`src/rtl/mux4_arbiter_pkg.sv`:
```
// Purpose: shared encodings and helpers for the 4-way round-robin arbiter.
// Latency: n/a (types, constants and a pure function only).
// Backpressure: n/a.
package mux4_arbiter_pkg;

  localparam int NUM_REQ = 4;
  localparam int SEL_W   = 2;

  typedef enum logic {
    ST_IDLE = 1'b0,
    ST_BUSY = 1'b1
  } state_e;

  // First set request bit scanning ptr, ptr+1, ptr+2, ptr+3 (mod 4).
  // Scans from the far end back so the closest offset overwrites last.
  function automatic logic [SEL_W-1:0] rr_pick(input logic [NUM_REQ-1:0] req_vec,
                                               input logic [SEL_W-1:0]   ptr);
    logic [SEL_W-1:0] idx;
    rr_pick = ptr;
    for (int k = NUM_REQ - 1; k >= 0; k--) begin
      idx = ptr + SEL_W'(k);
      if (req_vec[idx]) rr_pick = idx;
    end
  endfunction

endpackage

```
`src/rtl/mux4_arbiter_mux4x1.sv`:
```
// Purpose: single-bit 4:1 multiplexer, binary select {sel1, sel0}.
// Latency: combinational.
// Backpressure: none.
module mux4_arbiter_mux4x1 (
  input  logic i_d0,
  input  logic i_d1,
  input  logic i_d2,
  input  logic i_d3,
  input  logic i_sel1,
  input  logic i_sel0,
  output logic o_y
);

  // Pick one of four data bits by the 2-bit select.
  always_comb begin
    o_y = i_d0;
    case ({i_sel1, i_sel0})
      2'b00: o_y = i_d0;
      2'b01: o_y = i_d1;
      2'b10: o_y = i_d2;
      2'b11: o_y = i_d3;
      default: o_y = i_d0;
    endcase
  end

endmodule

```
`src/rtl/mux4_arbiter.sv`:
```
// Purpose: 4-requester round-robin arbiter with registered one-hot grant and 4:1 data select.
// Latency: req -> grant 1 cycle; owner hand-off on release with zero idle cycles.
// Backpressure: owner holds while its req stays high; ARB_TIMEOUT_EN adds a MAX_HOLD forced release.
module mux4_arbiter
  import mux4_arbiter_pkg::*;
#(
  parameter int DW       = 1,
  parameter int MAX_HOLD = 15
) (
  input  logic               clk,
  input  logic               rst,
  input  logic [NUM_REQ-1:0] req,
  input  logic [DW-1:0]      in0,
  input  logic [DW-1:0]      in1,
  input  logic [DW-1:0]      in2,
  input  logic [DW-1:0]      in3,
  output logic [NUM_REQ-1:0] grant,
  output logic               sel1,
  output logic               sel0,
  output logic [DW-1:0]      out,
  output logic               out_valid
);

  if (MAX_HOLD < 1 || MAX_HOLD > 255) begin : g_max_hold_range
    $error("mux4_arbiter: MAX_HOLD must be in 1..255");
  end

  state_e             r_state;
  state_e             w_state_nxt;
  logic [NUM_REQ-1:0] r_grant;
  logic [NUM_REQ-1:0] w_grant_nxt;
  logic [SEL_W-1:0]   r_sel;
  logic [SEL_W-1:0]   w_sel_nxt;
  logic [SEL_W-1:0]   r_ptr;
  logic [SEL_W-1:0]   w_ptr_nxt;
  logic [SEL_W-1:0]   w_scan_ptr;
  logic [SEL_W-1:0]   w_pick;
  logic               w_timeout;
  logic               w_release;
  logic [DW-1:0]      w_mux_dat;

  // While busy the next winner is searched from owner+1, i.e. the pointer value a release stores.
  assign w_scan_ptr = (r_state == ST_BUSY) ? r_sel + 2'd1 : r_ptr;
  assign w_pick     = rr_pick(req, w_scan_ptr);
  assign w_release  = (r_state == ST_BUSY) && (!req[r_sel] || w_timeout);

`ifdef ARB_TIMEOUT_EN
  localparam logic [7:0] HOLD_LIM = 8'(MAX_HOLD - 1);

  logic [7:0] r_hold_cnt;
  logic [7:0] w_hold_cnt_nxt;

  // Counter holds the number of edges already spent by the owner; the edge at which
  // it reaches MAX_HOLD-1 is the owner's last held cycle if anyone else is waiting.
  assign w_timeout = (r_hold_cnt >= HOLD_LIM) && |(req & ~r_grant);

  // Hold counter: clear on any grant change or when idle, otherwise count up and saturate.
  always_comb begin
    w_hold_cnt_nxt = r_hold_cnt;
    if ((w_grant_nxt != r_grant) || (r_state == ST_IDLE)) begin
      w_hold_cnt_nxt = '0;
    end else if (r_hold_cnt != 8'hFF) begin
      w_hold_cnt_nxt = r_hold_cnt + 8'd1;
    end
  end

  // Hold counter register.
  always_ff @(posedge clk or posedge rst) begin
    if (rst) begin
      r_hold_cnt <= '0;
    end else begin
      r_hold_cnt <= w_hold_cnt_nxt;
    end
  end
`else
  // No timeout: the owner keeps the grant for as long as it requests.
  assign w_timeout = 1'b0;
`endif

  // State register: FSM state, grant, select and round-robin pointer.
  always_ff @(posedge clk or posedge rst) begin
    if (rst) begin
      r_state <= ST_IDLE;
      r_grant <= '0;
      r_sel   <= '0;
      r_ptr   <= '0;
    end else begin
      r_state <= w_state_nxt;
      r_grant <= w_grant_nxt;
      r_sel   <= w_sel_nxt;
      r_ptr   <= w_ptr_nxt;
    end
  end

  // Next-state: grant from idle, or release and hand off to the next requester in the same edge.
  always_comb begin
    w_state_nxt = r_state;
    w_grant_nxt = r_grant;
    w_sel_nxt   = r_sel;
    w_ptr_nxt   = r_ptr;
    case (r_state)
      ST_IDLE: begin
        if (|req) begin
          w_state_nxt = ST_BUSY;
          w_grant_nxt = NUM_REQ'(1) << w_pick;
          w_sel_nxt   = w_pick;
        end
      end
      ST_BUSY: begin
        if (w_release) begin
          w_ptr_nxt = w_scan_ptr;
          if (|req) begin
            w_grant_nxt = NUM_REQ'(1) << w_pick;
            w_sel_nxt   = w_pick;
          end else begin
            // sel keeps the last owner index; only the grant drops.
            w_state_nxt = ST_IDLE;
            w_grant_nxt = '0;
          end
        end
      end
      default: begin
        w_state_nxt = ST_IDLE;
      end
    endcase
  end

  for (genvar b = 0; b < DW; b++) begin : g_bit
    mux4_arbiter_mux4x1 u_mux (
      .i_d0   (in0[b]),
      .i_d1   (in1[b]),
      .i_d2   (in2[b]),
      .i_d3   (in3[b]),
      .i_sel1 (r_sel[1]),
      .i_sel0 (r_sel[0]),
      .o_y    (w_mux_dat[b])
    );
  end

  assign grant = r_grant;
  assign sel1  = r_sel[1];
  assign sel0  = r_sel[0];

  // Output: selected data is gated to zero whenever nobody holds the grant.
  always_comb begin
    out_valid = |r_grant;
    out       = out_valid ? w_mux_dat : '0;
  end

endmodule

```
`config.mk`:
```
export PLATFORM = sky130hd
export DESIGN_NAME = mux4_arbiter
export DESIGN_NICKNAME = d
export VERILOG_FILES = /design/src/rtl/mux4_arbiter_pkg.sv /design/src/rtl/mux4_arbiter_mux4x1.sv /design/src/rtl/mux4_arbiter.sv
export SDC_FILE = /design/constraint.sdc
export NUM_CORES = 1
export LEC_CHECK = 0
export ABC_CLOCK_PERIOD_IN_PS = 1950
export CAP_MARGIN = 20
export CELL_PAD_IN_SITES_DETAIL_PLACEMENT = 0
export CELL_PAD_IN_SITES_GLOBAL_PLACEMENT = 1
export CORE_MARGIN = 5
export CORE_UTILIZATION = 30
export CTS_CLUSTER_DIAMETER = 200
export DETAILED_ROUTE_END_ITERATION = 7
export HOLD_SLACK_MARGIN = 0.05
export PLACE_DENSITY_LB_ADDON = 0.1
export SYNTH_ARGS = -nofsm -noshare
export SYNTH_HDL_FRONTEND = slang
export SYNTH_SLANG_ARGS = --single-unit
export TNS_END_PERCENT = 10
```
`constraint.sdc`:
```
create_clock -name clk -period 1.95 [get_ports clk]
set_input_delay 0.2925 -clock clk [delete_from_list [all_inputs] [get_ports clk]]
set_output_delay 0.2925 -clock clk [all_outputs]
set_load 0.005 [all_outputs]
```
* Yosys cells after proc, flatten, opt, wreduce, memory -nomap -nowiden
Cells that the tools add are included.
** Word-level totals
- Logic and storage cells :: 54
- Flip-flop bits (word level) :: 9
- Output and inout port bits :: 8
- Input port bits :: 10
** Cells by class
- Equal/unequal tests :: 5
- Magnitude comparators :: 5
- Reductions and logical operators :: 7
- Mux-type cells :: 27
- Add/sub/neg operators :: 4
- Bitwise gates (word level) :: 1
- Shift operators :: 1
** Operator list (number)
- 2-bit by 3-bit less-than comparator with 1-bit output (second input constant) :: 5
- 2-bit two-way mux :: 7
- 4-bit two-way mux :: 3
- 1-bit binary-select mux with 2-bit select :: 5
- 1-bit two-way mux :: 8
- 4-bit case mux with 2 select lines :: 1
- 4-bit OR reduction :: 2
- 2-bit by 1-bit adder with 2-bit output (second input constant) :: 2
- 2-bit adder (second input constant) :: 2
- 2-bit == test (second input constant) :: 2
- 1-bit case mux with 4 select lines :: 1
- 2-bit case mux with 2 select lines :: 1
- 2-bit AND reduction :: 2
- 1-bit by 2-bit << shifter with 4-bit output (first input constant) :: 1
- 2-bit by 1-bit == test with 1-bit output (second input constant) :: 1
- 2-bit zero test :: 1
- 2-bit by 1-bit != test with 1-bit output (second input constant) :: 1
- 2-bit != test (second input constant) :: 1
- 1-bit case mux with 2 select lines :: 1
- 1-bit logical AND :: 1
- 1-bit zero test :: 1
- 1-bit NOT :: 1

* Logic depth before layout (Yosys ltp)
- Depth in word-level cells :: 13
- Depth in mapped cells :: 8
- Mapped depth without buffers :: 8

* Modules after synthesis
Synthesis repeated with hierarchy kept, for this count alone.
** Unflattened totals
- Cell total of the unflattened synthesis :: 65
- Area total of the unflattened synthesis :: 643.1 µm²
** Modules (own cells, without submodules)
- mux4_arbiter :: seq. area each 225.2 µm², cells an instance 64, instances 1, area each 620.6 µm²
- mux4_arbiter_mux4x1 :: seq. area each 0.0 µm², cells an instance 1, instances 1, area each 22.5 µm²

* Worst setup path after synthesis
OpenSTA, ideal clock, no wires.
- Kind :: flip-flop to flip-flop
- Start point :: register r_sel[0]
- End point :: register r_grant[0], in the netlist grant[0]
- Data required time :: 1.828 ns
- Path buffers :: 0
- Clock period less this slack :: 1.994 ns
- Setup slack :: -0.044 ns
- Library setup time :: 0.122 ns
- Arrival time :: 1.872 ns
- Stages on the path, launching flop included :: 9
- Path through :: dfrtp_1 -> inv_1 -> ha_1 -> mux2_4 -> o21ai_2 -> o21ai_2 -> a221oi_4 -> nor3_2 -> a32o_1
** Between the ends
- Longest elaborated chain between the ends :: 13
- Elaborated cells between the ends (all ways) :: 28
- Classes of those cells :: add/sub (4); eq/ne (1); shift (1); mux (19); reduce/logical (3)
** Ends and longest elaborated chain
- start, declared :: line mux4_arbiter.sv:32 : logic [SEL_W-1:0] r_sel;
- start signal, assigned :: line mux4_arbiter.sv:90 : r_sel <= w_sel_nxt;
- 2-bit by 1-bit adder with 2-bit output :: line mux4_arbiter.sv:43 : assign w_scan_ptr = (r_state == ST_BUSY) ? r_sel + 2'd1 : r_ptr;
- 2-bit two-way mux :: line mux4_arbiter.sv:43
- 2-bit adder :: line mux4_arbiter_pkg.sv:21 : idx = ptr + SEL_W'(k);
- 1-bit binary-select mux with 2-bit select :: line mux4_arbiter_pkg.sv:22 : if (req_vec[idx]) rr_pick = idx;
- 1-bit two-way mux (implied by the code) :: line mux4_arbiter_pkg.sv:22
- 2-bit two-way mux (4 in series) :: line mux4_arbiter_pkg.sv:22
- 1-bit by 2-bit << shifter with 4-bit output :: line mux4_arbiter.sv:105, mux4_arbiter.sv:113
- 4-bit two-way mux :: line mux4_arbiter.sv:112 : if (|req) begin
- 4-bit two-way mux :: line mux4_arbiter.sv:110 : if (w_release) begin
- 4-bit case mux with 2 select lines :: line mux4_arbiter.sv:101 : case (r_state)
- end signal, assigned :: line mux4_arbiter.sv:89 : r_grant <= w_grant_nxt;
- end, declared :: line mux4_arbiter.sv:30 : logic [NUM_REQ-1:0] r_grant;
Parallel ways exist; a longest one is shown, timed or not. The select of a mux whose other input is x is not followed.
A chain may end at the register's enable or synchronous reset.

* Final worst setup path
- Start point :: register r_sel[0]
- End point :: register r_grant[1], in the netlist grant[1]
Same word-level chain as after synthesis.

==> results.md <==
* Status: finished, final reports clean
* Actual transition at the worst max-transition pin at between 0.3 and 0.4 ns
* Relative max-transition margin at 0.776
* Number of antenna violations at the first check in global routing at 0
* Final-layout fill cell count at 218
* Number of detailed-route iterations in the first pass at 4
* Floorplan die area at just over 3000 sq um
* Portion of synthesized cell area occupied by the leading cell type at 0.364
* Leading post-synthesis cells by cell area: sky130_fd_sc_hd__dfrtp_1, sky130_fd_sc_hd__ha_1, sky130_fd_sc_hd__nand2_1, sky130_fd_sc_hd__a221oi_4, sky130_fd_sc_hd__o21ai_0
* Post-route clock skew at 0.00234 ns
* Critical path launch point type: register
* Final critical-path required period at roughly 1.9 ns
* DR WL/cell at ~12 um
* Final hold vios at 0
* Crit Path Category: reg2reg
* WL final at roughly 1.5 mm
* Post-synth top cells: sky130_fd_sc_hd__dfrtp_1, sky130_fd_sc_hd__nand2_1, sky130_fd_sc_hd__inv_1
* Non-filler instance count after layout at between 100 and 150
* Average footprint of a synthesized cell at between 9 and 10 sq um
* Inserted Clock Buffers at 3
* Path category of the worst min-delay check: in2async
* Vias after detailed routing at roughly 590
* Power, Total at about 0.0014 W
* Count of placed standard cells including taps at 120
* Clock root buffer master: sky130_fd_sc_hd__clkbuf_4
* Count of input and output buffers at 17
* Total setup violations reported at the end of the flow at 0
* Clock input transition at the sequential cells of the worst setup and hold paths at 0.06 ns
* Placement-stage worst setup slack at -0.0976 ns
* Count of synthesis-stage warnings from yosys at 0
* Crit. End Element: register
* Leakage power of the design at around 0.42 nW
* Net count after synthesis at 78
* Number of global-route vias before repair at roughly 610
* MaxCap Viol Count at 0
* Number of hold buffers added after CTS at 0
* Final Net Count at around 110
* Antenna Nets Post-Route at 0
* Placer's final routability congestion estimate at 0.762
* Largest net degree at the start of global routing at 10
* CTS tree: yes
* Share of the clock period used by the worst path after layout at 0.983
* Clock latency on the worst-skew pair at ~0.25 ns
* Number of enable-type register cells in the synthesized netlist at 0
* Post-synth cell types at 28
* Number of remaining DRC errors at 0
* Power per cell area at 1420 nW/um^2
* Worst voltage drop across the vdd grid at 0.584 mV
* Global Route Usage Sum at 0.106
* Layout overhead on the synthesized area at 57.7%
* Synth Instances at between 60 and 70
* Global route total overflow at 0
* Final worst hold slack at roughly 0.30 ns
* Width of the chip at roughly 55 um
* Number of max-slew violations in the final report at 0
* TritonCTS sink count at 9
* Most used standard cell by instance count after synthesis: sky130_fd_sc_hd__dfrtp_1
* Cell type with the highest aggregate area in the netlist: sky130_fd_sc_hd__dfrtp_1
* H-tree lvl count at 1
* Primary FF master, synth: sky130_fd_sc_hd__dfrtp_1
* Vert. Die Dim at 55.4 um
* Worst Slack Setup Final at between 0.03 and 0.04 ns
* Number of DRC violations after detailed-routing iteration 0 at 12
* WP data arrival at roughly 2.1 ns
* Number of storage elements in the synthesis netlist at 9
* Global-route wire length before repair at roughly 2.6 mm
* Antenna Diode Count at 0
* CP max FO at 4
* Worst-case clock buffer depth at 2
* Effective utilization at floorplan at 0.315
* Fraction of layout cells with a size suffix above 1 at 0.343
* Vias per Instance at 4.70
* Synthesized area at 618 sq um
* Core area at between 1500 and 2000 sq um
* Boundary pin count at 18
* Highest Clock Rate at ~0.52 GHz
* Launch point of the worst reg-to-reg path: r_sel[0]$_DFFE_PP0P_
* Setup repair after global routing missed its margin: yes
* Post-synthesis sequential area ratio at 0.364
* Startpoint of the most critical setup path: r_sel[0]$_DFFE_PP0P_
* CP required at 2.13 ns
* HPWL after DPL at between 1 and 1.5 mm
* Async set or reset register ratio after synthesis at 1.00
* Rows at 16
[state kept, by name (all words and copies together), names as in the netlist]
register and cells:
r_sel 2, r_state 1, grant 4, r_ptr 2
[cell usage in the layout (no fill, tap or decap), drive strengths merged, types with 2 or more instances in the layout]
| master | count |
|---|---|
| nor2 | 3 |
| mux2 | 2 |
| clkbuf | 4 |
| buf | 15 |
| nand2 | 8 |
| dfrtp | 9 |
| inv | 6 |
| o21ai | 8 |
| nand3 | 2 |
| clkdlybuf4s50 | 15 |
| nand2b | 3 |
| ha | 4 |
| a21oi | 3 |
| and2 | 2 |
[path summary, 6_finish.rpt]
check | to | cells after the start | slack [ns]
worst max-delay path | grant[1]$_DFFE_PP0P_ | 9 | 0.03
worst min-delay path | r_sel[1]$_DFFE_PP0P_ | 2 | 0.30
worst max register to register | grant[1]$_DFFE_PP0P_ | 9 | 0.03
worst min register to register | r_ptr[0]$_DFFE_PP0P_ | 2 | 0.49
max in group asynchronous | r_sel[0]$_DFFE_PP0P_ | 2 | 1.38
min in group clk | r_ptr[0]$_DFFE_PP0P_ | 2 | 0.49
[metal layers]
layer  up-vias  global-route usage  wire length (um)
li1        302                   -                 -
met1       271               0.117               676
met2        17               0.172               719
met3         2              0.0420                73
met4         0              0.0556                28
met5         -                   0                 0
[cells by family (layout without fill, tap and decap cells)]
logic type,count (synthesis),after routing,synth area share
and+or+nand+nor,25,25,0.225
AOI/OAI and AO/OA,17,17,0.215
DFF,9,9,0.364
buffers and inverters,6,41,0.0364
muxes,3,3,0.0789
adders and majority gates,4,4,0.0810
[where the power goes]
| part | internal [W] | switching (W) | total [W] |
|---|---|---|---|
| combinational | 0.000527 | 0.000398 | 0.000925 |
| sequential | 0.000266 | 0.0000575 | 0.000323 |
| clock | 0.0000785 | 0.0000594 | 0.000138 |
[repair_timing]
action	in CTS	in global routing
setup endpoints to repair	3	7
setup buffers	1	1
pin swaps	4	6
resized for setup	9	2
[per-stage QoR]
step / area [sq um] / util / setup TNS, ns
floorplan: 632 / - / 0
global placement: 926 / 0.472 / -0.0853
detailed placement: 926 / 0.472 / -0.144
CTS: 962 / 0.490 / 0
global route: 975 / 0.497 / -0.250
finish: 975 / 0.497 / 0
[cell type report]
type | instances | area, sq um | area share
multi-input cells | 49 | 393 | 0.403
repair buffers | 31 | 273 | 0.280
flip-flops and latches | 9 | 226 | 0.232
well taps | 27 | 33.8 | 0.0347
clock buffers | 4 | 26.3 | 0.0270
inverters | 6 | 22.5 | 0.0231
[critical path: stages (launching register included)]
cell and delay [ns]:
sky130_fd_sc_hd__dfrtp_2 0.43, sky130_fd_sc_hd__inv_2 0.10, sky130_fd_sc_hd__ha_4 0.20, sky130_fd_sc_hd__mux2_4 0.29, sky130_fd_sc_hd__o21ai_2 0.13, sky130_fd_sc_hd__o21ai_2 0.08, sky130_fd_sc_hd__a221oi_4 0.28, sky130_fd_sc_hd__buf_4 0.16
sky130_fd_sc_hd__nand2_2 0.05, sky130_fd_sc_hd__o21ai_1 0.12
Note: power is estimated with default switching activity, not from simulation.
